===== config.mk =====
export PLATFORM = sky130hd
export DESIGN_NAME = ws2812_line_decoder
export DESIGN_NICKNAME = d
export VERILOG_FILES = /design/src/rtl/ws2812_line_decoder.sv
export SDC_FILE = /design/constraint.sdc
export NUM_CORES = 1
export LEC_CHECK = 0
export CAP_MARGIN = 20
export CORE_AREA = 4 4 111 113
export DETAILED_ROUTE_END_ITERATION = 10
export DIE_AREA = 0 0 115 117
export SLEW_MARGIN = 30
export SYNTH_ARGS = -nofsm -noshare
export SYNTH_HDL_FRONTEND = slang
export SYNTH_SLANG_ARGS = --single-unit

===== constraint.sdc =====
create_clock -name clk -period 2.65 [get_ports clk]
set_input_delay 0.53 -clock clk [delete_from_list [all_inputs] [get_ports clk]]
set_output_delay 0.53 -clock clk [all_outputs]
set_load 0.01 [all_outputs]

===== src/rtl/ws2812_line_decoder.sv =====
// rtl/ws2812_line_decoder.sv - WS2812 single-wire stream receiver
// Decodes GRB pixels from pulse widths and detects the latch gap that ends a frame.
module ws2812_line_decoder #(
  parameter int MAX_POS               = 109,
  parameter int BIT_THRESHOLD_CLK_CNT = 30,
  parameter int MIN_HIGH_CLK_CNT      = 8,
  parameter int RESET_CLK_CNT         = 2500,
  parameter int IDX_W                 = $clog2(MAX_POS + 1)
) (
  input  logic             clk,
  input  logic             reset_n,
  input  logic             leds_line,
  output logic             pixel_valid,
  output logic [23:0]      pixel_grb,
  output logic [IDX_W-1:0] pixel_index,
  output logic             frame_done,
  output logic [IDX_W:0]   frame_pixel_count,
  output logic             frame_error
);

  localparam int CNT_W = $clog2(RESET_CLK_CNT + 1);

  localparam logic [CNT_W-1:0] CNT_ONE      = CNT_W'(1);
  localparam logic [CNT_W-1:0] CNT_LAST     = CNT_W'(RESET_CLK_CNT - 1);
  localparam logic [CNT_W-1:0] CNT_MIN_HIGH = CNT_W'(MIN_HIGH_CLK_CNT);
  localparam logic [CNT_W-1:0] CNT_BIT_THR  = CNT_W'(BIT_THRESHOLD_CLK_CNT);
  localparam logic [IDX_W:0]   IDX_ONE      = (IDX_W + 1)'(1);
  localparam logic [IDX_W:0]   IDX_LAST     = (IDX_W + 1)'(MAX_POS);
  localparam logic [IDX_W:0]   IDX_SAT      = (IDX_W + 1)'(MAX_POS + 1);
  localparam logic [4:0]       BIT_LAST     = 5'd23;

  typedef enum logic [1:0] {
    WAIT_GAP,
    IDLE,
    HIGH,
    LOW
  } state_t;

  state_t state, state_d;

  logic s_meta, s, s_prev;
  logic rise, fall;

  logic [CNT_W-1:0] high_cnt, high_cnt_d;
  logic [CNT_W-1:0] low_cnt, low_cnt_d;
  logic [4:0]       bit_cnt, bit_cnt_d;
  logic [23:0]      shreg, shreg_d;
  logic [IDX_W:0]   idx, idx_d;
  logic             err_pend, err_pend_d;

  logic             pixel_valid_d;
  logic [23:0]      pixel_grb_d;
  logic [IDX_W-1:0] pixel_index_d;
  logic             frame_done_d;
  logic [IDX_W:0]   frame_pixel_count_d;
  logic             frame_error_d;

  logic             bit_val;
  logic [23:0]      shreg_in;

  assign rise     = s & ~s_prev;
  assign fall     = ~s & s_prev;
  assign bit_val  = (high_cnt >= CNT_BIT_THR);
  assign shreg_in = {shreg[22:0], bit_val};

  always_ff @(posedge clk or negedge reset_n) begin
    if (!reset_n) begin
      s_meta <= 1'b0;
      s      <= 1'b0;
      s_prev <= 1'b0;
    end else begin
      s_meta <= leds_line;
      s      <= s_meta;
      s_prev <= s;
    end
  end

  always_ff @(posedge clk or negedge reset_n) begin
    if (!reset_n) begin
      state             <= WAIT_GAP;
      high_cnt          <= '0;
      low_cnt           <= '0;
      bit_cnt           <= '0;
      shreg             <= '0;
      idx               <= '0;
      err_pend          <= 1'b0;
      pixel_valid       <= 1'b0;
      pixel_grb         <= '0;
      pixel_index       <= '0;
      frame_done        <= 1'b0;
      frame_pixel_count <= '0;
      frame_error       <= 1'b0;
    end else begin
      state             <= state_d;
      high_cnt          <= high_cnt_d;
      low_cnt           <= low_cnt_d;
      bit_cnt           <= bit_cnt_d;
      shreg             <= shreg_d;
      idx               <= idx_d;
      err_pend          <= err_pend_d;
      pixel_valid       <= pixel_valid_d;
      pixel_grb         <= pixel_grb_d;
      pixel_index       <= pixel_index_d;
      frame_done        <= frame_done_d;
      frame_pixel_count <= frame_pixel_count_d;
      frame_error       <= frame_error_d;
    end
  end

  always_comb begin
    state_d             = state;
    high_cnt_d          = high_cnt;
    low_cnt_d           = low_cnt;
    bit_cnt_d           = bit_cnt;
    shreg_d             = shreg;
    idx_d               = idx;
    err_pend_d          = err_pend;
    pixel_valid_d       = 1'b0;
    pixel_grb_d         = pixel_grb;
    pixel_index_d       = pixel_index;
    frame_done_d        = 1'b0;
    frame_pixel_count_d = frame_pixel_count;
    frame_error_d       = frame_error;

    unique case (state)
      WAIT_GAP: begin
        // The gap must be uninterrupted; decoding starts fresh after it.
        if (s) begin
          low_cnt_d = '0;
        end else if (low_cnt == CNT_LAST) begin
          low_cnt_d  = '0;
          idx_d      = '0;
          bit_cnt_d  = '0;
          err_pend_d = 1'b0;
          state_d    = IDLE;
        end else begin
          low_cnt_d = low_cnt + CNT_ONE;
        end
      end

      IDLE: begin
        if (rise) begin
          high_cnt_d = CNT_ONE;
          state_d    = HIGH;
        end
      end

      HIGH: begin
        if (fall) begin
          if (high_cnt < CNT_MIN_HIGH) begin
            frame_error_d = 1'b1;
            err_pend_d    = 1'b1;
          end else begin
            shreg_d = shreg_in;
            if (bit_cnt == BIT_LAST) begin
              bit_cnt_d = '0;
              if (idx <= IDX_LAST) begin
                pixel_valid_d = 1'b1;
                pixel_grb_d   = shreg_in;
                pixel_index_d = idx[IDX_W-1:0];
              end else begin
                frame_error_d = 1'b1;
                err_pend_d    = 1'b1;
              end
              if (idx != IDX_SAT) begin
                idx_d = idx + IDX_ONE;
              end
            end else begin
              bit_cnt_d = bit_cnt + 5'd1;
            end
          end
          low_cnt_d = CNT_ONE;
          state_d   = LOW;
        end else if (high_cnt == CNT_LAST) begin
          // Stuck high: drop the frame and resynchronise on a fresh gap.
          frame_error_d = 1'b1;
          bit_cnt_d     = '0;
          idx_d         = '0;
          low_cnt_d     = '0;
          state_d       = WAIT_GAP;
        end else begin
          high_cnt_d = high_cnt + CNT_ONE;
        end
      end

      LOW: begin
        if (rise) begin
          high_cnt_d = CNT_ONE;
          state_d    = HIGH;
        end else if (low_cnt == CNT_LAST) begin
          frame_done_d        = 1'b1;
          frame_pixel_count_d = idx;
          frame_error_d       = err_pend | (bit_cnt != 5'd0);
          idx_d               = '0;
          bit_cnt_d           = '0;
          err_pend_d          = 1'b0;
          low_cnt_d           = '0;
          state_d             = IDLE;
        end else begin
          low_cnt_d = low_cnt + CNT_ONE;
        end
      end

      default: state_d = WAIT_GAP;
    endcase
  end

endmodule

==> flow_summary.json, run 1 <==
{
  "rsz0062_at_grt": "false",
  "power_per_cell_area_nw_per_um2": 497,
  "max_slew.worst_pin.slew_ns": 0.642,
  "finalHoldViolations": 0,
  "insertedDiodeCount": 0,
  "clockRootBuffer": "clkbuf_16",
  "synth_area_um2": 5050,
  "max_freq_mhz": 415,
  "htreeDepth": 3,
  "start_util_pct": 44.6,
  "drc_errors": 0,
  "cts_tree": "done",
  "place_congestion": 0.857,
  "clock_latency_ns": 0.34,
  "io_pins": 45,
  "post_cts_buffers": 0,
  "ys.warnings.count": 0,
  "final_cells": 639,
  "drt-initial-drc-count": 156,
  "place_hpwl_mm": 7.07,
  "cp_max_fo": 6,
  "syn_avg_cell_area_um2": 11.4,
  "clk_pin_slew_ns": 0.07,
  "grt_pass1_vias": 3488,
  "grt_overflow": 0,
  "min_period_ns": 2.41,
  "syn_nets": 455,
  "ys_seq_elements": 108,
  "fp.dieW_um": 115,
  "antenna_found_initial": 0,
  "die-area_um2": 13500,
  "wirelength_mm": 10.0,
  "fin_area_um2": 6020,
  "synth_cell_types": 54,
  "layout.nets": 503,
  "ys_seq_area_share_pct": 53.5,
  "switching_power_uw": 662,
  "grt_pass1_wl_mm": 17.3,
  "fp-row-count": 39,
  "first_pass_iters": 4,
  "status": "finished, final reports clean",
  "syn_to_final_growth_pct": 19.2,
  "clkPwrFrac_pct": 42.3,
  "cts.path.max_buffers": 2,
  "arrival_ns": 2.63,
  "vias": 3618,
  "core_area_um2": 11300,
  "p_comb_share_pct": 2.1,
  "sw_frac_of_total_pct": 22.1,
  "placed_area_um2": 5740,
  "synth-edff-count": 0,
  "final-setup-viol-count": 0,
  "grt_max_degree": 46,
  "setup_tns_ns": 0,
  "ctsHoldBuffers": 0,
  "numPortBuffers": 44,
  "cap_violations": 0,
  "wire_per_inst_um": 15.7,
  "drive_gt1_share_pct": 20.6,
  "start_kind": "flip-flop",
  "numClockSinks": 108,
  "via_per_inst": 5.66,
  "path_class": "flip-flop to flip-flop",
  "dpl.cell_count": 623,
  "p_total_uw": 2990,
  "final-max-slew-violation-count": 0,
  "fin_util_pct": 53.2,
  "reg2regPathDepth": 5,
  "syn_inst": 443,
  "synth_flop_cell": "dfrtp_1",
  "skew_ns": 0.00629,
  "fin_crit_sh_pct": 90.9,
  "hold_class": "input pin to async pin",
  "cts_made_buffers": 9,
  "seqPwrFrac_pct": 55.5,
  "max_slew_margin_pct": 56.6,
  "worst_ep_required_time_ns": 2.87,
  "cellInternalPower_uw": 2330,
  "ir_drop_uv": 406,
  "endpoint_kind": "flip-flop",
  "grt_usage_pct": 15.9,
  "leakage_uw": 0.00269,
  "drtAntennaViolNets": 0,
  "ctsResizeCount": 0,
  "synth_async_sr_flop_share_pct": 100,
  "die_h_um": 117
}
Yosys cell counts, types with 2 or more instances:
library cell  instances  area share [%]
a211oi_1              5            0.74
a21boi_0              2            0.30
a21oi_1               8            0.79
a311oi_1              2            0.35
a31oi_1               9             1.1
a41oi_1               2            0.35
and3_1                5            0.62
and4_1                3            0.52
and4b_1               2            0.40
buf_2                 9            0.89
clkbuf_1             13            0.97
dfrtp_1             108              53
ha_1                  9             2.2
inv_1                18             1.3
mux2_2               60              13
mux2i_1               3            0.59
nand2_1              25             1.9
nand2b_1              5            0.62
nand3_1              19             1.9
nand4_1               5            0.62
nor2_1               19             1.4
nor2b_1               4            0.50
nor3_1               13             1.3
nor3_2                2            0.40
nor3b_1               5            0.74
nor4_1                3            0.37
nor4b_1               2            0.35
o2111ai_1             2            0.35
o211ai_1              5            0.74
o21ai_0              28             2.8
o311ai_0              2            0.35
o31ai_1              10             1.5
o41ai_1               4            0.69
or2_2                 3            0.37
or3_1                 3            0.37
or4_1                 4            0.59
xnor2_1               3            0.52
xor2_1                3            0.52
state kept, by name, indices dropped and copies added, names as in the netlist:
signal / cells
bit_cnt: 5
err_pend: 1
frame_done: 1
frame_error: 1
frame_pixel_count: 8
high_cnt: 12
idx: 8
low_cnt: 12
pixel_grb: 24
pixel_index: 7
pixel_valid: 1
s: 1
s_meta: 1
s_prev: 1
shreg: 23
state: 2
critical path, cell delays in order (launching register included):
cell	delay, ns
dfrtp_1	0.43
or3_4	0.45
or4_1	0.66
o2bb2ai_2	0.21
nor3_1	0.22
mux2_1	0.34
cells in the final DEF (no fill, tap or decap), types with 3 or more instances in the layout:
master | synthesis | final
nor3b_1 | 5 | 5
o211ai_1 | 5 | 5
a211oi_1 | 5 | 5
o21ai_0 | 28 | 28
mux2_2 | 60 | 60
and3_1 | 5 | 5
nor3_1 | 13 | 13
mux2i_1 | 3 | 3
or3_1 | 3 | 3
xnor2_1 | 3 | 3
o31ai_1 | 10 | 9
and4_1 | 3 | 3
inv_1 | 18 | 18
or2_2 | 3 | 3
nor2_1 | 19 | 19
a31oi_1 | 9 | 9
nand2b_1 | 5 | 5
nor4_1 | 3 | 3
clkbuf_16 | 0 | 9
buf_4 | 0 | 15
a21oi_1 | 8 | 8
dfrtp_1 | 108 | 108
xor2_1 | 3 | 3
nand3_1 | 19 | 19
ha_1 | 9 | 9
inv_8 | 0 | 3
o41ai_1 | 4 | 4
clkdlybuf4s50_1 | 0 | 43
nor2b_1 | 4 | 4
nand2_1 | 25 | 25
or4_1 | 4 | 4
nand4_1 | 5 | 5
routing by layer:
layer / vias up / share of wire (%) / GRT usage (%)
met5: - / 0 / 0
met4: 0 / 1.3 / 4.38
met3: 12 / 4.6 / 3.24
met2: 82 / 48 / 26.0
met1: 1795 / 46 / 21.7
li1: 1729 / - / -
stage by stage:
step	hold slack, ns	setup WS, ns
2_1_floorplan	0.234	0.389
4_1_cts	0.161	0.217
3_3_place_gp	0.333	0.276
6_report	0.150	0.242
5_1_grt	0.180	0.128
3_5_place_dp	0.336	0.218
power groups by stage:
stage | Clock [uW] | Sequential [uW] | Combinational (uW)
5_1_grt | 1400 | 1660 | 77.4
3_5_place_dp | 0 | 1690 | 67.2
6_report | 1270 | 1660 | 64.2
4_1_cts | 1320 | 1660 | 67.5
3_3_place_gp | 0 | 1690 | 67.2
2_1_floorplan | 0 | 1690 | 22.7
layout make-up:
cell class                      count  area, um2
Clock buffer                       10        229
Clock inverter                      6       57.6
Fill cell                         990       5300
Inverter                           18       67.6
Multi-Input combinational cell    294       2200
Sequential cell                   108       2700
Tap cell                          143        179
Timing Repair Buffer               60        583
worst paths after layout:
path                                    startpoint                        end  slack, ns
max                        high_cnt[9]$_DFFE_PN0P_    frame_error$_DFFE_PN0P_       0.24
max reg2reg                high_cnt[9]$_DFFE_PN0P_    frame_error$_DFFE_PN0P_       0.24
min reg2reg                       s_meta$_DFF_PN0_                s$_DFF_PN0_       0.35
min                                        reset_n  pixel_grb[23]$_DFFE_PN0P_       0.15
min in group clk                  s_meta$_DFF_PN0_                s$_DFF_PN0_       0.35
max in group asynchronous                  reset_n       shreg[1]$_DFFE_PN0P_       1.76
logic make-up (layout without fill, tap and decap cells):
logic type	count (synthesis)	count (layout)	synth area share (%)
AOI/OAI and AO/OA	88	88	11.8
xor gates and xnor gates	6	6	1.04
adders and majority gates	9	9	2.23
buffers and inverters	41	94	3.27
DFF	108	108	53.5
muxes	64	64	14.2
and+or+nand+nor	127	127	13.9
(Power assumes the default switching activity.)
==> run 2, diff against run 1 <==
Clock period 2.65 ns to 2.8 ns, I/O delays scaled along.
==> run 2 against run 1 <==
  * Core utilization increased by 0.055 points
  * Worst hold slack better by 0.067 ns
  * First-iteration DRC count increased by 13%
  * Register-to-register slack gained 0.08 ns
  * Critical path depth stayed put
  * Clock power hardly changed
  * Total power down 3.0%
  * Via count rose by 0.53%
  * Final cell count is 0.16% lower
==> flow_summary.json, run 2 (same netlist as run 1, synthesis figures left out) <==
{
  "finalHoldViolations": 0,
  "max_slew.worst_pin.slew_ns": 0.640,
  "largest_register_ffs": 24,
  "drive_gt1_share_pct": 20.4,
  "leakage_uw": 0.00270,
  "clock_latency_ns": 0.35,
  "reg2reg_to": "frame_error$_DFFE_PN0P_",
  "core_area_um2": 11300,
  "wirelength_mm": 10.1,
  "setup_tns_ns": 0,
  "post_cts_buffers": 0,
  "grt_pass1_vias": 3551,
  "p_total_uw": 2900,
  "antenna_found_initial": 0,
  "skew_ns": 0.00708,
  "clk_pin_slew_ns": 0.07,
  "syn_to_final_growth_pct": 19.3,
  "top_layer": "met4",
  "place_hpwl_mm": 6.98,
  "htreeDepth": 3,
  "final-max-slew-violation-count": 0,
  "grt_overflow": 0,
  "grt_pass1_wl_mm": 17.2,
  "vias": 3637,
  "status": "finished, final reports clean",
  "die-area_um2": 13500,
  "arrival_ns": 2.71,
  "grt_usage_pct": 16.0,
  "fin_crit_sh_pct": 88.6,
  "max_freq_mhz": 403,
  "r2r_slack_ns": 0.32,
  "clockRootBuffer": "clkbuf_16",
  "ctsHoldBuffers": 0,
  "reg2regPathDepth": 5,
  "start_kind": "flip-flop",
  "drc_errors": 0,
  "io_pins": 45,
  "insertedDiodeCount": 0,
  "die_h_um": 117,
  "final-setup-viol-count": 0,
  "regMostFlops": "pixel_grb",
  "met1Wirelength_mm": 4.68,
  "cts_made_buffers": 9,
  "layout.nets": 502,
  "worst_ep_required_time_ns": 3.03,
  "wl_met3_um": 450,
  "numPortBuffers": 44,
  "min_period_ns": 2.48,
  "final_cell_mix": "108 x dfrtp_1, 60 x mux2_2, 43 x clkdlybuf4s50_1",
  "start_util_pct": 44.6,
  "wire_per_inst_um": 15.8,
  "ctsResizeCount": 0,
  "rsz0062_at_grt": "false",
  "drtAntennaViolNets": 0,
  "dr_wl_met2_mm": 4.85,
  "fp-row-count": 39,
  "numClockSinks": 108,
  "drt-initial-drc-count": 176,
  "ir_drop_uv": 442,
  "cp_max_fo": 6,
  "cap_violations": 0,
  "endpoint_kind": "flip-flop",
  "via_per_inst": 5.70,
  "hold_class": "input pin to async pin",
  "first_pass_iters": 4,
  "place_congestion": 0.827,
  "r2r_start": "high_cnt[9]$_DFFE_PN0P_",
  "fp.dieW_um": 115,
  "reg_top3": "pixel_grb (24), shreg (23)",
  "grt_max_degree": 48,
  "max_slew_margin_pct": 56.9,
  "cts.path.max_buffers": 2,
  "cts_tree": "done",
  "path_class": "flip-flop to flip-flop",
  "final_common_cell": "dfrtp_1",
  "power_per_cell_area_nw_per_um2": 481
}
## run 2: changes by cell type in the layout (fill, tap and decap cells not counted), sizes merged
cell / before / now
buf: 17 / 16
clkinv: 1 / 2
inv: 21 / 20
bufinv: 0 / 1
clkinvlp: 2 / 1
## run 2: power by group
group	switching, uW	total [uW]	leakage, uW	internal [uW]
combinational	46.0	61.8	0.00105	15.8
sequential	7.63	1570	0.00150	1560
clock	564	1270	0.000145	703
## run 2: final cells by class
class | count | area [um2]
Fill cell | 1032 | 5290
Inverter | 18 | 67.6
Clock inverter | 6 | 71.3
Clock buffer | 10 | 229
Multi-Input combinational cell | 294 | 2200
Tap cell | 143 | 179
Sequential cell | 108 | 2700
Timing Repair Buffer | 59 | 576
## run 2: per-stage QoR
stage	setup slack, ns	instances	hold slack, ns	instance area [um2]	utilization (%)
2_1_floorplan	0.539	443	0.264	5050	-
3_3_place_gp	0.390	622	0.333	5730	50.6
3_5_place_dp	0.350	622	0.340	5730	50.6
4_1_cts	0.340	638	0.228	6030	53.3
5_1_grt	0.234	638	0.259	6030	53.3
6_report	0.320	638	0.217	6030	53.3
## run 2: worst max path at each step
stage                            startpoint                       to  depth (start not counted)
CTS                 high_cnt[9]$_DFFE_PN0P_  frame_error$_DFFE_PN0P_                          5
floorplan           high_cnt[9]$_DFFE_PN0P_  frame_error$_DFFE_PN0P_                          6
global placement    high_cnt[9]$_DFFE_PN0P_  frame_error$_DFFE_PN0P_                          5
global route        high_cnt[6]$_DFFE_PN0P_  frame_error$_DFFE_PN0P_                          6
detailed placement  high_cnt[9]$_DFFE_PN0P_  frame_error$_DFFE_PN0P_                          5
finish              high_cnt[9]$_DFFE_PN0P_  frame_error$_DFFE_PN0P_                          5
## run 2: critical path, cell delays in order, from the launching register on
cell,delay [ns]
dfrtp_1,0.44
or3_4,0.45
or4_1,0.70
o2bb2ai_2,0.22
nor3_1,0.22
mux2_1,0.34
## run 2: layer usage
metal	track usage [%]	vias to the layer above
met2	25.9	85
li1	-	1723
met5	0	-
met3	4.63	8
met1	21.3	1821
met4	4.15	0
==> run 3, diff against run 2 <==
Settings changed: ABC_CLOCK_PERIOD_IN_PS from default to 2800, SLEW_MARGIN 30 to 20.
==> results of run 3 <==
The final DEF is identical to that of run 2; final timing and power are the same.
